`config.mk`:
```
export PLATFORM = sky130hd
export DESIGN_NAME = universal_shift_register
export DESIGN_NICKNAME = d
export VERILOG_FILES = /design/src/rtl/shift_pkg.sv /design/src/rtl/shift_word_counter.sv /design/src/rtl/universal_shift_register.sv
export SDC_FILE = /design/constraint.sdc
export NUM_CORES = 1
export LEC_CHECK = 0
export BUFFER_PORTS_ARGS = -buffer_cell sky130_fd_sc_hd__buf_4
export CAP_MARGIN = 40
export CORE_AREA = 2 2 46 48
export CTS_CLUSTER_DIAMETER = 40
export CTS_CLUSTER_SIZE = 25
export DETAILED_ROUTE_END_ITERATION = 8
export DIE_AREA = 0 0 48 50
export PLACE_DENSITY = 0.78
export RECOVER_POWER = 50
export SLEW_MARGIN = 20
export SYNTH_ARGS = -nofsm -noshare
export SYNTH_HDL_FRONTEND = slang
export SYNTH_SLANG_ARGS = --single-unit
```
`constraint.sdc`:
```
create_clock -name clk -period 4.3 [get_ports clk]
set_input_delay 0.215 -clock clk [delete_from_list [all_inputs] [get_ports clk]]
set_output_delay 0.215 -clock clk [all_outputs]
set_load 0.03 [all_outputs]
```
`src/rtl/shift_pkg.sv`:
```
// Shared definitions for the universal shift register.
//   - MODE_* : 3-bit operation encodings on the 'mode' port
//   - word_shifts(size, step) : ops per full word, ceil(size/step)
//   - cnt_width(ws)           : counter width, max(1, clog2(ws))
package shift_pkg;

   localparam logic [2:0] MODE_HOLD  = 3'b000;
   localparam logic [2:0] MODE_SHL   = 3'b001;
   localparam logic [2:0] MODE_SHR   = 3'b010;
   localparam logic [2:0] MODE_ROL   = 3'b011;
   localparam logic [2:0] MODE_ROR   = 3'b100;
   localparam logic [2:0] MODE_LOAD  = 3'b101;
   localparam logic [2:0] MODE_CLEAR = 3'b110;
   localparam logic [2:0] MODE_SAR   = 3'b111;

   function automatic int word_shifts(input int size, input int step);
      return (size + step - 1) / step;
   endfunction

   function automatic int cnt_width(input int ws);
      return (ws <= 2) ? 1 : $clog2(ws);
   endfunction

endpackage

```
`src/rtl/shift_word_counter.sv`:
```
// Word counter for the universal shift register.
//   clk, reset_n : clock, async active-low reset
//   inc          : one shift op was performed this cycle
//   clr          : start a new word (LOAD/CLEAR)
//   count        : shifts done in the current word
//   word_done    : one-cycle pulse after the op that completes a word
// word_done defaults low every cycle, so any cycle without a completing
// op (including enable = 0, where inc and clr are both 0) drops it.
module shift_word_counter #(
   parameter int WORD_SHIFTS = 8,
   parameter int CNT_W       = 3
) (
   input  logic             clk,
   input  logic             reset_n,
   input  logic             inc,
   input  logic             clr,
   output logic [CNT_W-1:0] count,
   output logic             word_done
);

   localparam logic [CNT_W-1:0] LAST = CNT_W'(WORD_SHIFTS - 1);

   always_ff @(posedge clk or negedge reset_n) begin
      if (!reset_n) begin
         count     <= '0;
         word_done <= 1'b0;
      end else begin
         word_done <= 1'b0;
         if (clr) begin
            count <= '0;
         end else if (inc) begin
            if (count == LAST) begin
               count     <= '0;
               word_done <= 1'b1;
            end else begin
               count <= count + 1'b1;
            end
         end
      end
   end

endmodule

```
`src/rtl/universal_shift_register.sv`:
```
// Universal shift register: shift/rotate left/right, parallel load and
// clear on a SIZE-bit word, STEP bits per op, with a word counter.
//   clk, reset_n          : clock, async active-low reset
//   enable                : 0 holds register and counter
//   mode                  : operation select (shift_pkg::MODE_*)
//   ser_in_left/right     : bits entering on SHL (LSBs) / SHR (MSBs)
//   par_in                : parallel load data
//   out                   : registered contents
//   ser_out_left/right    : bits leaving on SHL / SHR (from out)
//   count, word_done      : shifts in current word, word-complete pulse
// Optional macro USR_ARITH_SHIFT_EN: mode 111 is an arithmetic right
// shift (counted); otherwise mode 111 behaves as HOLD.
module universal_shift_register
   import shift_pkg::*;
#(
   parameter  int SIZE  = 8,
   parameter  int STEP  = 1,
   localparam int WS    = word_shifts(SIZE, STEP),
   localparam int CNT_W = cnt_width(WS)
) (
   input  logic             clk,
   input  logic             reset_n,
   input  logic             enable,
   input  logic [2:0]       mode,
   input  logic [STEP-1:0]  ser_in_left,
   input  logic [STEP-1:0]  ser_in_right,
   input  logic [SIZE-1:0]  par_in,
   output logic [SIZE-1:0]  out,
   output logic [STEP-1:0]  ser_out_left,
   output logic [STEP-1:0]  ser_out_right,
   output logic [CNT_W-1:0] count,
   output logic             word_done
);

   if (SIZE < 2 || STEP < 1 || STEP > SIZE - 1) begin : g_bad_params
      $error("universal_shift_register: need SIZE >= 2 and 1 <= STEP <= SIZE-1");
   end

   logic [SIZE-1:0] nxt;
   logic            is_shift;
   logic            is_new_word;

   always_comb begin
      nxt         = out;
      is_shift    = 1'b0;
      is_new_word = 1'b0;
      case (mode)
         MODE_SHL: begin
            nxt      = {out[SIZE-STEP-1:0], ser_in_left};
            is_shift = 1'b1;
         end
         MODE_SHR: begin
            nxt      = {ser_in_right, out[SIZE-1:STEP]};
            is_shift = 1'b1;
         end
         MODE_ROL: begin
            nxt      = {out[SIZE-STEP-1:0], out[SIZE-1 -: STEP]};
            is_shift = 1'b1;
         end
         MODE_ROR: begin
            nxt      = {out[STEP-1:0], out[SIZE-1:STEP]};
            is_shift = 1'b1;
         end
         MODE_LOAD: begin
            nxt         = par_in;
            is_new_word = 1'b1;
         end
         MODE_CLEAR: begin
            nxt         = '0;
            is_new_word = 1'b1;
         end
`ifdef USR_ARITH_SHIFT_EN
         MODE_SAR: begin
            nxt      = {{STEP{out[SIZE-1]}}, out[SIZE-1:STEP]};
            is_shift = 1'b1;
         end
`endif
         default: begin
            nxt = out;
         end
      endcase
   end

   always_ff @(posedge clk or negedge reset_n) begin
      if (!reset_n) begin
         out <= '0;
      end else if (enable) begin
         out <= nxt;
      end
   end

   assign ser_out_left  = out[SIZE-1 -: STEP];
   assign ser_out_right = out[STEP-1:0];

   shift_word_counter #(
      .WORD_SHIFTS(WS),
      .CNT_W      (CNT_W)
   ) u_word_counter (
      .clk      (clk),
      .reset_n  (reset_n),
      .inc      (enable & is_shift),
      .clr      (enable & is_new_word),
      .count    (count),
      .word_done(word_done)
   );

endmodule

```
-- Word-level counts from Yosys, hierarchy flattened
Index checks and enable logic that the tools add are counted.
- register bits after elaboration: 12
- input port bits: 16
- output and inout bits: 14
- logic and storage cells: 27
- add/sub/neg operators: 1
- eq/ne operators: 7
- mux-type cells: 9
- bitwise operators: 2
- reductions and logical operators: 5
- operator list (kind ; number):
    $pmux W8 S6 ; 1
    $eq A3 B3 Y1 const B ; 4
    $mux W3 ; 3
    $eq A3 B2 Y1 const B ; 2
    $reduce_bool A6 Y1 ; 1
    $mux W1 ; 5
    $reduce_or A4 Y1 ; 1
    $add A3 B1 Y3 const B ; 1
    $eq A3 B1 Y1 const B ; 1
    $and A1 B1 Y1 ; 2
    $reduce_and A2 Y1 ; 1
    $reduce_bool A2 Y1 ; 1
    $reduce_or A2 Y1 ; 1

-- Longest topological paths before layout
Gate-level depths: netlist (run 1).
- word-level depth: 6
- gate-level depth with buffers: 6
- gate-level depth less buffers: 6

-- Hierarchy
From an unflattened synthesis (run 1), not the netlist that was laid out.
- cells, all modules: 83
- area, all modules: 783.3 um2
- by module, submodules not included (module ; times used ; cells each ; area an instance (um2) ; seq. area each (um2)):
    universal_shift_register ; 1 ; 68 ; 599.3 ; 200.2
    shift_word_counter ; 1 ; 15 ; 183.9 ; 100.1

-- Least setup slack after synthesis (run 1)
No wires, ideal clock.
- path kind: reg-to-reg
- start point: register u_word_counter.count[0]
- end point: register u_word_counter.count[2]
- setup time: 126 ps
- arrival time: 1554 ps
- data required time: 4174 ps
- setup slack: 2620 ps
- cell stages (with the launch flop): 5
- buffers on the path: 0
- period minus slack after synthesis: 1680 ps
- cells stage by stage: dfrtp_1 ha_1 ha_1 a32o_1 a221o_1
- longest elaborated chain between the ends: 4
- elaborated cells between the ends (all ways): 5
- those cells by class: add/sub (1); eq/ne (1); mux (3)
- RTL lines (element ; RTL line ; RTL):
    from (decl) ; shift_word_counter.sv:17 ; output logic [CNT_W-1:0] count,
    from (signal assigned) ; shift_word_counter.sv:36 ; count <= count + 1'b1;
    $add A3 B1 Y3 / $eq A3 B3 Y1 (equally long branches) ; shift_word_counter.sv:36, shift_word_counter.sv:32 ;
    $mux W3 (*) ; shift_word_counter.sv:32 ; if (count == LAST) begin
    $mux W3 (*) ; shift_word_counter.sv:31 ; end else if (inc) begin
    $mux W3 (*) ; shift_word_counter.sv:29 ; if (clr) begin
Every way passes the cells marked *; elsewhere a longest branch is shown, timed or not. The select of a mux whose other input is x is not followed.
A chain may end at the register's enable or synchronous reset.

-- Worst setup path in the final report (run 1)
Ends and elaborated chain as after synthesis.

==> impl.org, run 1 <==
** Status
- The run finished with clean final reports.

** Final layout
- Number of standard cells in the final layout excluding fillers :: 149
- Fillers :: 173
- Area added between synthesis and finish :: 18.4%
- The number of antenna diodes in the final layout is 0.
- Finished Core Util :: around 60%
- In the final layout, the share of cells above drive strength 1 is 27.0%.
- In the final design database the tool counted 142 nets.

** STA
- Layout Skew :: 0.000587 ns
- Fin crit share :: a little under two fifths
- Headroom to the max-slew limit came out at 50.9%.
- The clock period could shrink to roughly 1.6 ns.
- Setup repair after global routing left no endpoint under its margin.
- Final worst slack :: ~2.7 ns
- Setup total negative slack on the finished layout was measured at 0 ns.
- Slew @ Worst Pin :: 0.737 ns
- Max Freq :: 628 MHz
- The number of endpoints with negative hold slack in the final report came to 0.
- Setup violations remaining at the end of the flow were counted as 0.
- The final-report max-slew violation count is 0.
- The tightest hold path in the finished design has a slack of around 0.26 ns.

** Flow run
- The tool flagged a number of max-cap violations equal to 0.

** Critical path
- Data on the critical path is required at its endpoint by around 4.5 ns.
- Critical path type :: register to register
- Most Frequent Cell on Critical Path :: ha_1
- The critical path goes through ha_1 -> ha_1 -> a32o_1 -> a221o_1.
- Data on the critical path arrives at its endpoint at approximately 1.8 ns.
- Slowest cell on the critical path :: dfrtp_1
- Highest net fanout along the worst path :: 6
- Capturing element type of the critical path :: register
- Number of gates on the worst path with buffers counted :: 4
- Crit start category :: register
- Origin of the worst setup path :: u_word_counter.count[0]$_DFFE_PN0P_
- The most critical setup path has its endpoint at u_word_counter.count[2]$_DFFE_PN0P_.
- Worst-case reg-to-reg path depth :: 4
- Worst reg2reg path endpoint :: u_word_counter.count[2]$_DFFE_PN0P_
- In this run the critical register-to-register path is launched from u_word_counter.count[0]$_DFFE_PN0P_.
- Setup slack, reg-to-reg :: 2.71 ns
- In this design, the largest share of critical-path delay is due to compound AO/OA/AOI/OAI gates.
- For this run, the slowest stage of the critical path takes 0.44 ns.
- CP Buf/Inv Count :: 0

** Detailed routing
- The routed design has approximately 2300 um of wire.
- The first routing iteration left 14 violations.
- DRC errors left :: 0
- Vias after detailed routing :: 913
- Using the TritonRoute via totals, the vias-per-cell ratio works out to 6.13.
- Average detailed-routed wire length per instance :: 15.7 um
- Detail Route Antenna Nets :: 0
- DRT Pass-1 Iters :: 4

** Pwr
- Power per cell area :: 407 nW/um^2
- Worst supply voltage drop on vdd :: 0.220 mV
- The analysis attributes to cell leakage a power of 0.510 nW.

** Synthesis
- The netlist uses 35 different library cells.
- Counting every instance in the synthesized netlist gives between 90 and 100.
- Sequential cells were found to cover a little under a third of the synthesized design area.
- Share of the synthesized area in the top cell type :: about a third
- After synthesis the cells add up to 957 um^2.
- Post-Synthesis Net Count :: ~120
- Counting flops and latches in the post-synthesis netlist gives 12.
- dfrtp_1 takes more of the synthesized area than any other cell.
- By area the synthesized netlist is led by dfrtp_1 31%, a21o_1 4.7%, a22oi_1 4.7%.
- The Yosys step of the flow raised 0 warnings.
- Averaged over all synthesized cells, the footprint is 9.67 um^2.

** Clocking
- Total clock sinks :: 12
- Clock latency on the worst-skew pair, taken at its later pin, is roughly 0.27 ns.
- In this run the number of H-tree levels came out at 1.
- Clock-pin slew was measured on the worst setup and hold paths at roughly 0.070 ns.
- Post-CTS timing repair inserted 0 buffers for setup.
- CTS root buf :: clkbuf_4
- Clock tree from TritonCTS :: done
- In this run, post-CTS repair resized a total of 0 instances.
- Clock tree synthesis inserted a total of 3 buffers.
- The clock passes through at most 2 buffers.

** Global routing
- The number of global-route vias before repair was 896.
- The first global-routing pass estimated around 3900 um of wire.
- Largest net degree at the start of global routing :: 25
- The number of antenna violations at the first check in global routing is 0.
- Total global routing overflow :: 0
- Aggregate global-route resource usage :: 21.9%

** Floorplanning
- The initial utilization of the core area, before any placement, comes to 50.3%.
- Number of standard-cell rows in the floorplan :: 16
- Die outline height :: about 50 um
- The region available for standard cell placement spans 1900 um^2.
- The die covers about 2400 um^2.
- Die width :: about 48 um
- For this design the top-level I/O count stands at 30.

** Min path
- The min-delay analysis places its worst path in the category input pin to register.
- Number of instances on the worst hold path :: 2

** Place
- Once detailed placement completed, the half-perimeter wirelength came to between 1500 and 2000 um.
- Number of buffers added on ports :: 29
- The congestion estimate from routability-driven global placement came to 0.833.
- Post-placement setup slack :: 2.72 ns
- Once placement completed, the tool counted placed cells totaling 145.
==> logic make-up (layout without fill, tap and decap cells) <==
logic type               after synthesis  after routing  share of synthesized area, %
multiplexers                           6              6                          7.06
flip-flops                            12             12                          31.4
AO/OA/AOI/OAI                         42             42                          34.9
AND/OR/NAND/NOR                       20             20                          11.6
adder cells (fa/ha/maj)                3              3                          3.66
buffers and inverters                 15             38                          10.5
XOR/XNOR                               1              1                         0.915
==> Yosys cell counts <==
cell       n
ha_1       2
clkbuf_2   1
buf_4      3
mux2_1     4
nand2b_1   3
a22oi_1    6
nor2_2     1
dfrtp_1   12
buf_2      1
a32o_1     4
o22ai_1    6
nand3_1    4
and2_4     1
or2_1      1
o21ai_1    1
o211ai_4   1
nor2_1     3
o21ai_0    1
or2_4      1
a21oi_1    5
buf_6      4
xnor2_1    1
nand2_1    3
and3_1     2
a32oi_1    1
a221o_1    2
a21o_1     6
o221ai_1   3
inv_1      5
clkbuf_1   1
a211oi_2   2
mux2_2     2
maj3_1     1
nor3b_1    1
a211oi_1   4
==> layout by cell type, fill, tap and decap left out, types with 4 or more instances in the layout <==
cell | Yosys | routed
mux2_1 | 4 | 4
o22ai_1 | 6 | 6
inv_1 | 5 | 5
dfrtp_1 | 12 | 12
a22oi_1 | 6 | 6
a21oi_1 | 5 | 5
nand3_1 | 4 | 4
a211oi_1 | 4 | 4
a21o_1 | 6 | 6
buf_4 | 3 | 22
a32o_1 | 4 | 4
clkbuf_1 | 1 | 7
==> flip-flops by register name (all words and copies together), names as in the netlist <==
register / count
u_word_counter.word_done: 1
u_word_counter.count: 3
out: 8
==> where the power goes <==
part,internal (W),switching (W)
registers,0.000138,0.0000380
logic,0.0000904,0.000125
clock network,0.0000324,0.0000375
==> stage by stage <==
stage / power, W / area [um^2]
6_report: 0.000461 / 1130
5_1_grt: 0.000497 / 1130
4_1_cts: 0.000475 / 1160
3_5_place_dp: 0.000403 / 1130
3_3_place_gp: 0.000394 / 1130
2_1_floorplan: 0.000328 / 957
==> what timing repair did <==
item,in CTS,in global routing
hold buffers,1,0
setup endpoints to repair,0,0
hold endpoints to repair,12,0
==> routing by layer <==
metal / vias up / wire (um) / GRT usage (%)
met1: 446 / 1050 / 29.6
met4: 0 / 27 / 10.4
met3: 4 / 119 / 2.93
met5: - / 0 / 0
li1: 429 / - / -
met2: 34 / 1140 / 33.1
==> area by class of cell <==
cell class	instances	area (um^2)	area share (%)
multi-input combinational	72	557	49.1
inverter	5	18.8	1.66
tap	27	33.8	2.98
timing repair buffer	30	201	17.8
clock buffer	3	22.5	1.99
sequential	12	300	26.5
==> how the worst min path moves through the flow <==
stage / startpoint / slack (ns) / to
CTS: enable / 0.26 / out[7]$_DFFE_PN0P_
detailed placement: reset_n / 0.07 / out[7]$_DFFE_PN0P_
global route: enable / 0.26 / out[7]$_DFFE_PN0P_
global placement: reset_n / 0.07 / out[6]$_DFFE_PN0P_
floorplan: reset_n / -0.08 / out[0]$_DFFE_PN0P_
finish: enable / 0.26 / out[7]$_DFFE_PN0P_
Note: power is estimated with default switching activity, not from simulation.
==> run 2: changes to the inputs <==
--- a/config.mk
+++ b/config.mk
@@ -7,12 +7,12 @@
 export LEC_CHECK = 0
 export BUFFER_PORTS_ARGS = -buffer_cell sky130_fd_sc_hd__buf_4
 export CAP_MARGIN = 40
-export CORE_AREA = 2 2 46 48
+export CORE_AREA = 2 2 50 52
 export CTS_CLUSTER_DIAMETER = 40
 export CTS_CLUSTER_SIZE = 25
 export DETAILED_ROUTE_END_ITERATION = 8
-export DIE_AREA = 0 0 48 50
-export PLACE_DENSITY = 0.78
+export DIE_AREA = 0 0 52 54
+export PLACE_DENSITY = 0.7
 export RECOVER_POWER = 50
 export SLEW_MARGIN = 20
 export SYNTH_ARGS = -nofsm -noshare
==> constraint.sdc (replaced) <==
create_clock -name clk -period 1.38 [get_ports clk]
set_input_delay 0.069 -clock clk [delete_from_list [all_inputs] [get_ports clk]]
set_output_delay 0.069 -clock clk [all_outputs]
set_load 0.03 [all_outputs]
==> impl.org, run 2 (synthesis gave the netlist of run 1 again) <==
** Global routing
- Total global routing overflow :: 0 (unchanged)
- The global-route usage over all layers is 19.3% (was 21.9%).
- The number of global-route vias before repair came to 892 (was 896).
- The maximum number of pins on one net before global-route repair was 25 (unchanged).
- The first-pass GRT wire length was 3950 um (was 3860 um).
- The number of antenna violations at the first check in global routing was 0 (unchanged).

** Final layout
- Area added between synthesis and finish :: 33.5% (was 18.4%)
- Antenna Diode Count :: 0 (unchanged)
- The net count of the finished layout is 150 (was 142).
- The fill cell total of the finished layout came to 222 (was 173).
- The most common cell after layout, fill and taps aside is buf_4 (unchanged).
- The utilization after layout was 55.1% (was 59.6%).
- The largest register by flop count was out (unchanged).
- Biggest registers after layout: out (8), u_word_counter.count (3), u_word_counter.word_done (1) (unchanged).
- The share of cells above drive strength 1 is 38.9% (was 27.0%).
- The number of flip-flops under the largest register name came to 8 (unchanged).
- Post-route cell area :: 1280 um^2 (was 1130 um^2)
- Most frequent cells in the layout :: 30 x buf_4, 10 x dfrtp_1 (was 22 x buf_4, 12 x dfrtp_1, 7 x clkbuf_1)

** Critical path
- CP Buf/Inv Count :: 0 (unchanged)
- Most Frequent Cell on Critical Path :: ha_4 (was ha_1)
- The data arrival time of the critical path is 1.60 ns (was 1.75 ns).
- The required time reported for the critical path endpoint was 1.54 ns (was 4.46 ns).
- Crit start category :: register (unchanged)
- Chain of cells forming the critical path :: ha_4 -> ha_4 -> a32o_1 -> a221o_1 (was ha_1 -> ha_1 -> a32o_1 -> a221o_1)
- Setup slack, reg-to-reg :: -0.06 ns (was 2.71 ns)
- The startpoint of the worst-slack reg-to-reg timing path is u_word_counter.count[1]$_DFFE_PN0P_ (was u_word_counter.count[0]$_DFFE_PN0P_).
- Highest net fanout along the worst path :: 2 (was 6)
- Biggest cell delay along the critical path :: 0.44 ns (about the same)
- Worst reg2reg path endpoint :: u_word_counter.count[2]$_DFFE_PN0P_ (unchanged)
- The logic depth of the worst register-to-register path came to 4 (unchanged).
- The endpoint of the worst setup timing path was u_word_counter.count[2]$_DFFE_PN0P_ (unchanged).
- Slowest cell on the critical path :: dfrtp_2 (was dfrtp_1)
- The critical path class is register to register (unchanged).
- Family with the most delay on the worst path :: compound AO/OA/AOI/OAI gates (unchanged)
- The path length in cells of the critical path was 4 (unchanged).
- Origin of the worst setup path :: u_word_counter.count[1]$_DFFE_PN0P_ (was u_word_counter.count[0]$_DFFE_PN0P_)
- Capturing element type of the critical path :: register (unchanged)

** Clocking
- Total clock sinks :: 12 (unchanged)
- Depth of the CTS H-tree :: 1 (unchanged)
- The TritonCTS clock tree was done (unchanged).
- The number of buffers created by CTS came to 3 (unchanged).
- Clock transition at the registers of the reported paths :: 0.09 ns (was 0.07 ns)
- CTS root buf :: clkbuf_4 (unchanged)
- The number of buffers on the longest clock path came to 2 (unchanged).
- The later-pin clock latency in the skew report came to 0.29 ns (was 0.27 ns).

** STA
- Fin crit share :: 104% (was 37.0%)
- The actual transition at the worst max-transition pin is 0.706 ns (was 0.737 ns).
- Setup repair after global routing missed its margin :: true (was false)
- The number of endpoints with negative hold slack in the final report came to 0 (unchanged).
- The final-report max-slew violation count was 0 (unchanged).
- The final setup violation count is 1 (was 0).
- Minimum period implied by the final worst setup slack :: 1.44 ns (was 1.59 ns)
- The worst-case headroom to the max-slew limit was 52.9% (was 50.9%).
- The maximum clock rate came to 696 MHz (was 628 MHz).
- The setup slack of the critical path after layout was -0.0566 ns (was 2.71 ns).
- Layout Skew :: 0.0141 ns (was 0.000587 ns)

** Detailed routing
- Average detailed-routed wire length per instance :: 14.4 um (was 15.7 um)
- DR WL met3 :: 131 um (was 119 um)
- Post-detailed-route via-to-cell ratio :: 5.84 (was 6.13)
- The final routed DRC violation total came to 0 (unchanged).
- The uppermost layer routed is met4 (unchanged).
- Initial DRC Count :: 9 (was 14)
- Vias after detailed routing :: 941 (was 913)
- Detail Route Antenna Nets :: 0 (unchanged)
- DR WL met2 :: 1170 um (was 1140 um)
- Routed wire length :: 2320 um (was 2340 um)
- DRT Pass-1 Iters :: 4 (unchanged)
- Met1 wire length :: 981 um (was 1050 um)

** Floorplanning
- The die outline height was 54 um (was 50 um).
- The full die area came to 2810 um^2 (was 2400 um^2).
- Die width :: 52 um (was 48 um)
- Number of top-level pins :: 30 (unchanged)
- Number of standard-cell rows in the floorplan :: 18 (was 16)
- Std-Cell Core Area :: 2320 um^2 (was 1900 um^2)
- Starting utilization of the core area :: 41.3% (was 50.3%)

** Place
- The final weighted congestion in routability-driven placement came to 0.721 (was 0.833).
- The detailed-placement wirelength estimate is 1710 um (was 1640 um).
- The standard cell area after detailed placement was 1220 um^2 (was 1130 um^2).
- The number of buffers inserted by port buffering is 29 (unchanged).

** Pwr
- Leakage dissipation :: 0.562 nW (was 0.510 nW)
- The peak supply drop is 0.667 mV (was 0.220 mV).
- The post-layout total power is 0.00168 W (was 0.000461 W).
- Power per cell area :: 1320 nW/um^2 (was 407 nW/um^2)

** Min path
- The worst hold path depth is 3 (was 2).
- Hold crit path type :: input pin to register (unchanged)

** Status
- Result of the run :: complete, but fails checks (was finished, final reports clean)
- The checks that failed: setup timing.

** Flow run
- The number of max-capacitance violations reported was 0 (unchanged).
[run 2: cell types whose count changed in the layout (fill, tap and decap cells not counted), moves of 2 or more]
cell     change
buf_4        +8
dfrtp_1      -2
dfrtp_2      +2
ha_1         -2
ha_4         +2
[run 2: worst min path at each step]
stage,to,slack [ns],startpoint
final,out[7]$_DFFE_PN0P_,0.08,ser_in_right
after global routing,out[7]$_DFFE_PN0P_,0.08,ser_in_right
after CTS,out[7]$_DFFE_PN0P_,0.08,enable
after detailed placement,u_word_counter.word_done$_DFF_PN0_,-0.08,reset_n
after global placement,u_word_counter.word_done$_DFF_PN0_,-0.08,reset_n
after floorplan,out[0]$_DFFE_PN0P_,-0.23,reset_n
[run 2: cell type report]
| type | count | area (um^2) | area share [%] |
|---|---|---|---|
| repair buffers | 38 | 278 | 21.7 |
| inverters | 5 | 18.8 | 1.47 |
| clock buffers | 4 | 36.3 | 2.84 |
| flip-flops and latches | 12 | 303 | 23.7 |
| well taps | 30 | 37.5 | 2.94 |
| multi-input cells | 72 | 604 | 47.3 |
[run 2: what timing repair did]
item | CTS | global route
resized for setup | 0 | 5
hold endpoints to repair | 12 | 0
pin swaps | 0 | 3
hold buffers | 1 | 0
endpoints found under the setup margin | 1 | 2
setup buffers | 0 | 1
[run 2: through the flow]
step	worst slack [ns]	std cells	setup TNS [ns]	hold WS, ns
after global routing	-0.0854	161	-0.0854	0.0764
after floorplan	-0.104	99	-0.104	-0.227
after global placement	-0.00126	155	-0.00126	-0.0756
after CTS	-0.0631	160	-0.0631	0.0758
after detailed placement	-0.0347	155	-0.0347	-0.0781
final	-0.0566	161	-0.0566	0.0806
[run 2: power by group]
part	internal (W)	total, W	switching [W]
sequential	0.000433	0.000524	0.0000912
clock	0.000161	0.000292	0.000131
combinational	0.000408	0.000866	0.000458
total	0.00100	0.00168	0.000680
[run 2: worst min-delay path, cell delays in order]
cell and delay, ns:
buf_4 0.11, nand3_1 0.07, a32oi_1 0.09
[run 2: metal layers]
layer | vias up | global-route usage [%]
met5 | - | 0
met4 | 0 | 7.89
met3 | 5 | 4.17
met2 | 28 | 33.3
met1 | 457 | 23.2
li1 | 451 | -
